[src/rtl/tank_pkg.sv]
// Types and screen constants shared by the tank game blocks.
package tank_pkg;

    typedef enum logic [1:0] {
        IDLE    = 2'd0,
        FLIGHT  = 2'd1,
        EXPLODE = 2'd2
    } shell_state_t;

    localparam int SCREEN_W = 640;
    localparam int SCREEN_H = 480;

    localparam logic DIR_LEFT  = 1'b0;
    localparam logic DIR_RIGHT = 1'b1;

endpackage

[src/rtl/shell_physics.sv]
// One frame of shell motion under gravity plus the collision tests on the
// candidate position. Purely combinational; the controller owns all state.
module shell_physics
    import tank_pkg::*;
#(
    parameter int GRAV_DIV   = 4,
    parameter int GROUND_Y   = SCREEN_H - 1,
    parameter int X_MIN      = 0,
    parameter int X_MAX      = SCREEN_W - 1,
    parameter int SHELL_SIZE = 2,
    parameter int GCNT_W     = 2
) (
    input  logic signed [11:0] x,
    input  logic signed [11:0] y,
    input  logic signed [11:0] vx,
    input  logic signed [7:0]  vy,
    input  logic [GCNT_W-1:0]  gcnt,
    input  logic [9:0]         target_x,
    input  logic [9:0]         target_y,
    input  logic [9:0]         target_s,
    output logic signed [11:0] nx,
    output logic signed [11:0] ny,
    output logic signed [7:0]  vy_next,
    output logic               hit,
    output logic               ground,
    output logic               wall_lo,
    output logic               wall_hi
);

    localparam logic [GCNT_W-1:0]  GCNT_LAST = GCNT_W'(GRAV_DIV - 1);
    localparam logic signed [11:0] GROUND_S  = 12'(GROUND_Y);
    localparam logic signed [11:0] X_LO_S    = 12'(X_MIN);
    localparam logic signed [11:0] X_HI_S    = 12'(X_MAX);
    localparam logic signed [12:0] PAD_S     = 13'(SHELL_SIZE);

    // Vertical speed never wraps past its most negative value.
    function automatic logic signed [7:0] dec_sat(input logic signed [7:0] v);
        return (v == 8'sh80) ? v : v - 8'sd1;
    endfunction

    function automatic logic signed [12:0] abs13(input logic signed [12:0] v);
        return (v < 0) ? -v : v;
    endfunction

    logic signed [12:0] dx;
    logic signed [12:0] dy;
    logic signed [12:0] reach;

    // Advance the shell one frame and test the new point against target, ground and walls.
    always_comb begin
        nx      = x + vx;
        ny      = y - $signed({{4{vy[7]}}, vy});
        vy_next = (gcnt == GCNT_LAST) ? dec_sat(vy) : vy;
        dx      = $signed({nx[11], nx}) - $signed({3'b000, target_x});
        dy      = $signed({ny[11], ny}) - $signed({3'b000, target_y});
        reach   = $signed({3'b000, target_s}) + PAD_S;
        hit     = (abs13(dx) <= reach) && (abs13(dy) <= reach);
        ground  = (ny >= GROUND_S);
        wall_lo = (nx < X_LO_S);
        wall_hi = (nx > X_HI_S);
    end

endmodule

[src/rtl/shell_ctrl.sv]
// Ballistic shell controller: launches one shell per fire request, flies it
// frame by frame, and holds a fixed-length explosion when the flight ends.
module shell_ctrl
    import tank_pkg::*;
#(
    parameter int VX             = 2,
    parameter int VY_MAX         = 15,
    parameter int GRAV_DIV       = 4,
    parameter int GROUND_Y       = SCREEN_H - 1,
    parameter int X_MIN          = 0,
    parameter int X_MAX          = SCREEN_W - 1,
    parameter int SHELL_SIZE     = 2,
    parameter int EXPLODE_FRAMES = 16
) (
    input  logic       frame_clk,
    input  logic       Reset_n,
    input  logic       shoot,
    input  logic [9:0] TankX,
    input  logic [9:0] TankY,
    input  logic [1:0] Direction,
    input  logic [9:0] y_component,
    input  logic [9:0] TargetX,
    input  logic [9:0] TargetY,
    input  logic [9:0] TargetS,
    output logic [9:0] ShellX,
    output logic [9:0] ShellY,
    output logic [9:0] ShellS,
    output logic       shell_active,
    output logic       exploding,
    output logic       hit,
    output logic       busy
);

    localparam int GCNT_W = (GRAV_DIV > 1) ? $clog2(GRAV_DIV) : 1;
    localparam int ECNT_W = (EXPLODE_FRAMES > 1) ? $clog2(EXPLODE_FRAMES) : 1;

    localparam logic [GCNT_W-1:0]  GCNT_LAST = GCNT_W'(GRAV_DIV - 1);
    localparam logic [ECNT_W-1:0]  ECNT_LAST = ECNT_W'(EXPLODE_FRAMES - 1);
    localparam logic signed [11:0] VX_S      = 12'(VX);
    localparam logic [9:0]         VY_CLAMP  = 10'(VY_MAX);
    localparam logic signed [11:0] GROUND_S  = 12'(GROUND_Y);
    localparam logic signed [11:0] X_LO_S    = 12'(X_MIN);
    localparam logic signed [11:0] X_HI_S    = 12'(X_MAX);

    // The shell may sit above the top edge; the screen only ever shows row 0 there.
    function automatic logic [9:0] to_screen_y(input logic signed [11:0] v);
        return (v < 0) ? 10'd0 : v[9:0];
    endfunction

    // A terminating point can lie just past a wall; rest it on the screen.
    function automatic logic [9:0] clamp_x(input logic signed [11:0] v);
        if (v < X_LO_S) return X_LO_S[9:0];
        if (v > X_HI_S) return X_HI_S[9:0];
        return v[9:0];
    endfunction

    shell_state_t       state;
    logic signed [11:0] y;
    logic signed [11:0] vx;
    logic signed [7:0]  vy;
    logic [GCNT_W-1:0]  gcnt;
    logic [ECNT_W-1:0]  ecnt;

    logic signed [11:0] nx;
    logic signed [11:0] ny;
    logic signed [7:0]  vy_next;
    logic               p_hit;
    logic               p_ground;
    logic               p_wall_lo;
    logic               p_wall_hi;

    logic [9:0]         vy_launch;
    logic [9:0]         land_x;
    logic signed [11:0] land_y;
    logic               term;
    logic               unused_dir;

    assign ShellS     = 10'(SHELL_SIZE);
    assign vy_launch  = (y_component > VY_CLAMP) ? VY_CLAMP : y_component;
    assign unused_dir = Direction[1];

    shell_physics #(
        .GRAV_DIV   (GRAV_DIV),
        .GROUND_Y   (GROUND_Y),
        .X_MIN      (X_MIN),
        .X_MAX      (X_MAX),
        .SHELL_SIZE (SHELL_SIZE),
        .GCNT_W     (GCNT_W)
    ) u_physics (
        .x        ($signed({2'b00, ShellX})),
        .y        (y),
        .vx       (vx),
        .vy       (vy),
        .gcnt     (gcnt),
        .target_x (TargetX),
        .target_y (TargetY),
        .target_s (TargetS),
        .nx       (nx),
        .ny       (ny),
        .vy_next  (vy_next),
        .hit      (p_hit),
        .ground   (p_ground),
        .wall_lo  (p_wall_lo),
        .wall_hi  (p_wall_hi)
    );

    // Decide whether this frame ends the flight and where the shell comes to rest.
    always_comb begin
        term   = p_hit | p_ground | p_wall_lo | p_wall_hi;
        land_x = clamp_x(nx);
        land_y = (!p_hit && p_ground) ? GROUND_S : ny;
    end

    // Shell FSM with registered position, phase flags and counters.
    always_ff @(posedge frame_clk or negedge Reset_n) begin
        if (!Reset_n) begin
            state        <= IDLE;
            ShellX       <= '0;
            ShellY       <= '0;
            y            <= '0;
            vx           <= '0;
            vy           <= '0;
            gcnt         <= '0;
            ecnt         <= '0;
            shell_active <= 1'b0;
            exploding    <= 1'b0;
            hit          <= 1'b0;
            busy         <= 1'b0;
        end else begin
            hit <= 1'b0;
            case (state)
                IDLE: begin
                    if (shoot) begin
                        ShellX       <= TankX;
                        ShellY       <= TankY;
                        y            <= $signed({2'b00, TankY});
                        vx           <= (Direction[0] == DIR_RIGHT) ? VX_S : -VX_S;
                        vy           <= $signed(vy_launch[7:0]);
                        gcnt         <= '0;
                        shell_active <= 1'b1;
                        busy         <= 1'b1;
                        state        <= FLIGHT;
                    end
                end
                FLIGHT: begin
                    gcnt   <= (gcnt == GCNT_LAST) ? '0 : gcnt + 1'b1;
                    vy     <= vy_next;
                    ShellX <= land_x;
                    y      <= land_y;
                    ShellY <= to_screen_y(land_y);
                    if (term) begin
                        shell_active <= 1'b0;
                        exploding    <= 1'b1;
                        hit          <= p_hit;
                        ecnt         <= '0;
                        state        <= EXPLODE;
                    end
                end
                EXPLODE: begin
                    if (ecnt == ECNT_LAST) begin
                        ecnt      <= '0;
                        exploding <= 1'b0;
                        busy      <= 1'b0;
                        state     <= IDLE;
                    end else begin
                        ecnt <= ecnt + 1'b1;
                    end
                end
                default: state <= IDLE;
            endcase
        end
    end

endmodule
[config.mk]
export PLATFORM = sky130hd
export DESIGN_NAME = shell_ctrl
export DESIGN_NICKNAME = d
export VERILOG_FILES = /design/src/rtl/tank_pkg.sv /design/src/rtl/shell_physics.sv /design/src/rtl/shell_ctrl.sv
export SDC_FILE = /design/constraint.sdc
export NUM_CORES = 1
export LEC_CHECK = 0
export ABC_AREA = 1
export CAP_MARGIN = 20
export CELL_PAD_IN_SITES_DETAIL_PLACEMENT = 1
export CELL_PAD_IN_SITES_GLOBAL_PLACEMENT = 1
export CORE_UTILIZATION = 35
export DETAILED_ROUTE_END_ITERATION = 16
export PLACE_DENSITY = 0.9
export SETUP_SLACK_MARGIN = 0.15
export SYNTH_ARGS = -nofsm -noshare
export SYNTH_HDL_FRONTEND = slang
export SYNTH_SLANG_ARGS = --single-unit
[constraint.sdc]
create_clock -name frame_clk -period 4.1 [get_ports frame_clk]
set_input_delay 1.025 -clock frame_clk [delete_from_list [all_inputs] [get_ports frame_clk]]
set_output_delay 1.025 -clock frame_clk [all_outputs]
set_load 0.02 [all_outputs]
==> results of run 1 <==
==> cell usage after synthesis (7+ instances only) <==
cell type    n  area [µm²]
nand2_1    232         871
inv_1      151         567
nand3_1     74         370
ha_1        69         863
a21oi_1     60         300
nor2_1      58         218
dfrtp_1     54        1350
o21ai_0     27         135
xor2_1      26         228
nand4_1     19         119
xnor2_1     14         123
buf_4       12        90.1
o21ai_1     12        60.1
nand2_2     11        68.8
or2_2        9        56.3
a2bb2oi_1    7        61.3
==> worst max-delay path: cells and delay by family (launching register included) <==
family                     cells  cell delay [ps]
DFF                            1              410
and+or+nand+nor               15             1810
adders and majority gates      3             1020
xor gates and xnor gates       2              440
AOI/OAI and AO/OA              6              810
buffers and inverters          7              980
==> kinds of logic (layout without fill, tap and decap cells) <==
kind of cell,Yosys count,in the layout,share of synthesized area [%]
other,2,10,0.122
adders and majority gates,73,73,15.3
AOI/OAI and AO/OA,138,138,13.1
DFF,54,54,21.9
and+or+nand+nor,432,433,31.6
buffers and inverters,179,483,12.0
xor gates and xnor gates,41,41,5.95
==> sequential cells by signal, summed over array words and instances, names as in the netlist <==
signal,cells
ecnt,4
exploding,1
vx,2
ShellX,10
shell_active,1
y,12
ShellY,10
vy,8
state,2
busy,1
hit,1
gcnt,2
==> how the worst max path moves through the flow <==
| stage | start | to | slack, ps | depth (start not counted) |
|---|---|---|---|---|
| 3_5_place_dp | TargetY[0] | y[9]$_DFFE_PN0P_ | -1220 | 22 |
| 3_3_place_gp | TargetY[0] | ShellY[9]$_DFFE_PN0P_ | -860 | 22 |
| 6_report | vy[6]$_DFFE_PN0P_ | ShellY[5]$_DFFE_PN0P_ | -1460 | 33 |
| 2_1_floorplan | y[0]$_DFFE_PN0P_ | y[0]$_DFFE_PN0P_ | -190 | 38 |
| 5_1_grt | y[0]$_DFFE_PN0P_ | ShellY[5]$_DFFE_PN0P_ | -1640 | 35 |
| 4_1_cts | y[0]$_DFFE_PN0P_ | ShellY[8]$_DFFE_PN0P_ | -590 | 37 |
==> metal layers <==
| metal | GRT usage [%] | vias up | routed length [µm] |
|---|---|---|---|
| li1 | - | 3596 | - |
| met1 | 36.9 | 4146 | 12600 |
| met2 | 66.0 | 610 | 17900 |
| met3 | 7.02 | 287 | 2870 |
| met4 | 31.0 | 0 | 3710 |
| met5 | 0 | - | 0 |
==> area by class of cell <==
| class | instances | area (µm²) |
|---|---|---|
| Multi-Input combinational cell | 695 | 5040 |
| Clock inverter | 2 | 13.8 |
| Clock buffer | 5 | 125 |
| Tap cell | 225 | 282 |
| Sequential cell | 54 | 1360 |
| Inverter | 158 | 603 |
| Fill cell | 2126 | 7190 |
| Timing Repair Buffer | 318 | 2630 |
==> metrics by stage <==
| stage | area, µm² | std cells | setup TNS (ps) | utilization, % |
|---|---|---|---|---|
| after global routing | 10000 | 1457 | -47440 | 58.3 |
| after floorplan | 6360 | 927 | -3860 | - |
| after detailed placement | 8740 | 1401 | -32930 | 50.7 |
| after CTS | 9660 | 1446 | -16300 | 56.0 |
| after global placement | 8740 | 1401 | -23960 | 50.7 |
| final | 10000 | 1457 | -41920 | 58.3 |
==> layout by cell type (no fill, tap or decap), types with 10 or more instances in the layout <==
master             n
clkdlybuf4s50_1   86
a21oi_1           40
nand3_2           13
ha_1              45
inv_1            141
nand2_4           18
buf_4            224
nor2_2            16
o21ai_1           18
dfrtp_1           52
o21ai_0           18
nand4_1           19
ha_4              20
nor2_1            44
nand3_1           61
xor2_1            21
conb_1            10
nand2_1          190
a21oi_2           19
nand2_2           39
inv_2             13
==> what timing repair did <==
item,CTS,global route
cloned,1,0
setup endpoints to repair,30,38
buffers inserted,37,11
hold buffers,0,0
resized for setup,102,73
pin swaps,42,43
==> metrics.md, run 1 <==
| Metric | Value |
|---|---|
| Global-route wire length before repair | `50900 µm` |
| Largest net degree at the start of global routing | `37` |
| Number of distinct library cells after synthesis | `between 40 and 50` |
| # IOs | `slightly below 100` |
| Worst path slowest cell | `dfrtp_1` |
| Nets | `around 1400` |
| Vias in the first global route | `approximately 9400` |
| YS warnings | `0` |
| Sequential area share after synthesis | `about 22%` |
| Ys async rst share | `100%` |
| GRT Total Usage | `36.8%` |
| R2r endpoint | `ShellY[5]$_DFFE_PN0P_` |
| Violated checks | `setup timing` |
| CTS sink cnt | `between 50 and 60` |
| Layout area overhead | `63.1%` |
| Worst setup path class | `reg -> reg` |
| Cell count after synthesis | `about 920` |
| Worst Tran Pin Value | `1100 ps` |
| Final Hold Fails | `0` |
| Tcrit/Tclk final | `136%` |
| Pre-Repair DR Iteration Count | `5` |
| Ant diodes | `0` |
| Type of the worst min-delay path | `reg -> reg` |
| Max_cap viols | `0` |
| Worst Path Arrival | `around 5800 ps` |
| Starting Density | `35.7%` |
| Setup Viol. Count Final | `30` |
| R2R depth | `33` |
| Avg Vias per Cell | `5.93` |
| Residual DRC | `0` |
| # rows | `between 40 and 50` |
| Core area | `~17000 µm²` |
| Clk root buf | `clkbuf_16` |
| DR iter-0 viols | `slightly above 600` |
| Worst Min Path Start | `shell_active$_DFFE_PN0P_` |
| EDFF count, synth | `0` |
| RePlAce Congestion | `0.850` |
| Input/output buffers | `87` |
| Worst Skew | `about 13 ps` |
| Worst-Skew Late Latency | `~320 ps` |
| Crit Reg-Reg Startpoint | `vy[6]$_DFFE_PN0P_` |
| Layout cell share with drive strength beyond 1 | `around 36%` |
| Max Clock Freq | `between 0.15 and 0.2 GHz` |
| Slew Limit Headroom | `a little over a quarter` |
| Drt total wl | `37100 µm` |
| WL per Instance | `~25 µm` |
| Req. time, crit path | `between 4000 and 5000 ps` |
| Endpoint type of the worst setup path | `flip-flop` |
| CTS clk-pin slew, worst paths | `80 ps` |
| HPWL after detailed placement | `20300 µm` |
| Critical Path Start Type | `flip-flop` |
| Slew Viols, Final | `0` |
| Ys flop type | `dfrtp_1` |
| R2R Setup Slk | `-1460 ps` |
| Setup Slack @ Placement | `-1220 ps` |
| CP max FO | `6` |
| Number of routed nets with antenna violations | `0` |
| Tmin final | `between 5000 and 6000 ps` |
| Max clock buf depth | `2` |
| Worst hold endpoint | `shell_active$_DFFE_PN0P_` |
| Initial antenna violation count | `0` |
| TritonCTS clock tree | `done` |
| Die ar. | `about 18000 µm²` |
| Flop and latch count out of synthesis | `54` |
| Synth Area per Inst | `6.70 µm²` |
| Max incr delay on CP | `410 ps` |
| DR vias | `between 8000 and 9000` |
| Die Span Y | `about 130 µm` |
| Fin worst setup slack | `-1460 ps` |
| Hold path depth | `2` |
| Cell area after synthesis | `just over 6000 µm²` |
| Status | `finished, violations left` |
| Die width | `~130 µm` |
| Total congestion overflow | `0` |
| Cts bufs inserted | `5` |
| RSZ-0062 raised after global routing | `yes` |
| H-tree levels | `2` |
| Final hold slack | `505 ps` |
Power of run 1 is left out: the tool's default activity adds up to more than one toggle a clock period on the data nets, which glitch-free logic cannot reach.
==> run 2: changes to the inputs <==
GPL_TIMING_DRIVEN = 0   (was unset)
==> run 2 against run 1 <==
  * The run still ends with setup timing left
  * Die area did not move
  * Critical path type unchanged
  * Non-clock buffer count fell by 164
  * Via count fell by 19%
  * Design area fell by 12%
  * Global-route usage fell by 13 points
  * Critical endpoint is now y[0]$_DFFE_PN0P_
  * Routed wire length fell by 33%
  * Worst setup slack improved by 490 ps
  * Clock skew fell by 2.4 ps
  * Largest cell class unchanged
==> metrics.md, run 2 (synthesis gave the netlist of run 1 again) <==
| Metric | Value |
|---|---|
| Status | `finished, violations left` |
| Violated checks | `setup timing` |
| Crit Reg-Reg Startpoint | `vx[10]$_DFFE_PN0P_` |
| Clk root buf | `clkbuf_16` |
| Final Cell Area | `between 8000 and 9000 µm²` |
| DR iter-0 viols | `about 390` |
| Global-route wire length before repair | `around 35000 µm` |
| CTS clk-pin slew, worst paths | `around 70 ps` |
| Slew Viols, Final | `0` |
| Worst Setup EP | `y[0]$_DFFE_PN0P_` |
| Commonest non-fill, non-tap cells in the layout | `nand2_1, inv_1, clkdlybuf4s50_1, nand3_1, buf_4` |
| Setup_tns | `-26850 ps` |
| Cts bufs inserted | `5` |
| Largest register by flop count | `y` |
| Tcrit/Tclk final | `124%` |
| Die width | `approximately 130 µm` |
| Max Clock Freq | `around 0.20 GHz` |
| Ant diodes | `0` |
| Number of routed nets with antenna violations | `0` |
| Commonest non-fill, non-tap cell in the layout | `nand2_1` |
| CP dominant cell by count | `nand2_2` |
| RePlAce Congestion | `about 0.89` |
| Starting Density | `~36%` |
| Vias in the first global route | `7161` |
| Max_cap viols | `0` |
| HPWL after detailed placement | `~16000 µm` |
| Setup Viol. Count Final | `30` |
| Final Hold Fails | `0` |
| Worst path slowest cell | `dfrtp_4` |
| Worst Skew | `between 10 and 15 ps` |
| Nets | `1205` |
| Tmin final | `5070 ps` |
| R2R depth | `32` |
| Core area | `about 17000 µm²` |
| DR vias | `about 7000` |
| Residual DRC | `0` |
| Critical Path Start Type | `flip-flop` |
| Worst-Skew Late Latency | `300 ps` |
| # IOs | `approximately 100` |
| Total congestion overflow | `0` |
| Worst Min Path Start | `shell_active$_DFFE_PN0P_` |
| Largest net degree at the start of global routing | `41` |
| # rows | `48` |
| Type of the worst min-delay path | `reg -> reg` |
| Endpoint type of the worst setup path | `flip-flop` |
| H-tree levels | `2` |
| Max clock buf depth | `2` |
| Die ar. | `about 18000 µm²` |
| CP max FO | `8` |
| TritonCTS clock tree | `done` |
| Worst Tran Pin Value | `about 660 ps` |
| Input/output buffers | `87` |
| Die Span Y | `around 130 µm` |
| Max incr delay on CP | `between 500 and 600 ps` |
| Cts hold-fix bufs | `0` |
| Worst Path Arrival | `between 5000 and 6000 ps` |
| GRT Total Usage | `24.2%` |
| Biggest regs | `y: 12 flops, ShellX: 10 flops, ShellY: 10 flops` |
| Largest register FFs | `12` |
| Layout cell share with drive strength beyond 1 | `~27%` |
| FILL cells | `approximately 2100` |
| Drt total wl | `~25000 µm` |
| WL per Instance | `between 15 and 20 µm` |
| Fin worst setup slack | `-971 ps` |
| DP Area | `about 7500 µm²` |
| Worst setup path class | `reg -> reg` |
| RSZ-0062 raised after global routing | `yes` |
| Layout area overhead | `44.2%` |
| R2r endpoint | `y[0]$_DFFE_PN0P_` |
| Avg Vias per Cell | `around 5.4` |
| Slew Limit Headroom | `55.8%` |
| Req. time, crit path | `~4300 ps` |
| Reg area | `1360 µm²` |
| Initial antenna violation count | `0` |
| CTS sink cnt | `54` |
| Fin util | `about half` |
| R2R Setup Slk | `-970 ps` |
| Pre-Repair DR Iteration Count | `4` |
| Area taken by multi-input logic gates | `~5100 µm²` |
| Critical path origin | `vx[10]$_DFFE_PN0P_` |
run 2: cell count changes in the layout (fill, tap and decap cells not counted), sizes merged:
cell / previous run / this run
clkdlybuf4s50: 86 / 85
clkbuf: 5 / 12
inv: 157 / 155
nand2: 250 / 249
clkinv: 3 / 4
clkinvlp: 0 / 1
buf: 232 / 62
dlygate4sd2: 0 / 1
run 2: repair_timing:
action / CTS / global route
setup buffers: 26 / 18
endpoints found under the setup margin: 30 / 30
pin swaps: 66 / 64
resized for setup: 109 / 75
cloned: 1 / 0
run 2: final cells by class:
class	count	share of cell area, %
well taps	225	3.17
plain buffers	21	1.69
multi-input cells	694	57.5
clock inverters	2	0.155
flip-flops and latches	54	15.3
inverters	158	6.81
clock buffers	6	1.45
repair buffers	133	14.0
run 2: worst min-delay path by stage:
stage,end,slack (ps),cells after the start
floorplan,y[5]$_DFFE_PN0P_,450,2
global placement,shell_active$_DFFE_PN0P_,460,2
detailed placement,shell_active$_DFFE_PN0P_,470,2
CTS,shell_active$_DFFE_PN0P_,490,2
global route,shell_active$_DFFE_PN0P_,510,2
finish,shell_active$_DFFE_PN0P_,480,2
run 2: worst max-delay path, delay by kind of cell, from the launching register on:
kind	cells	cell delay, ps
adder cells (fa/ha/maj)	3	880
buffers and inverters	5	430
AND/OR/NAND/NOR	17	2060
XOR/XNOR	2	410
AO/OA/AOI/OAI	5	560
flip-flops	1	580
run 2: routing by layer:
metal	up-vias	routed length, µm	GRT usage [%]	share of wire (%)
li1	3260	-	-	-
met2	232	13100	45.6	53
met5	-	0	0	0
met3	85	1040	2.78	4.2
met1	3439	9850	27.8	40
met4	0	921	9.30	3.7
run 2: metrics by stage:
step	instances	setup WS, ps	hold WS, ps
after global routing	1293	-1160	509
after CTS	1275	-613	488
after floorplan	927	-185	453
after detailed placement	1240	-1220	467
after global placement	1239	-1070	461
final	1293	-971	479
Power of run 2 is left out for the same reason.
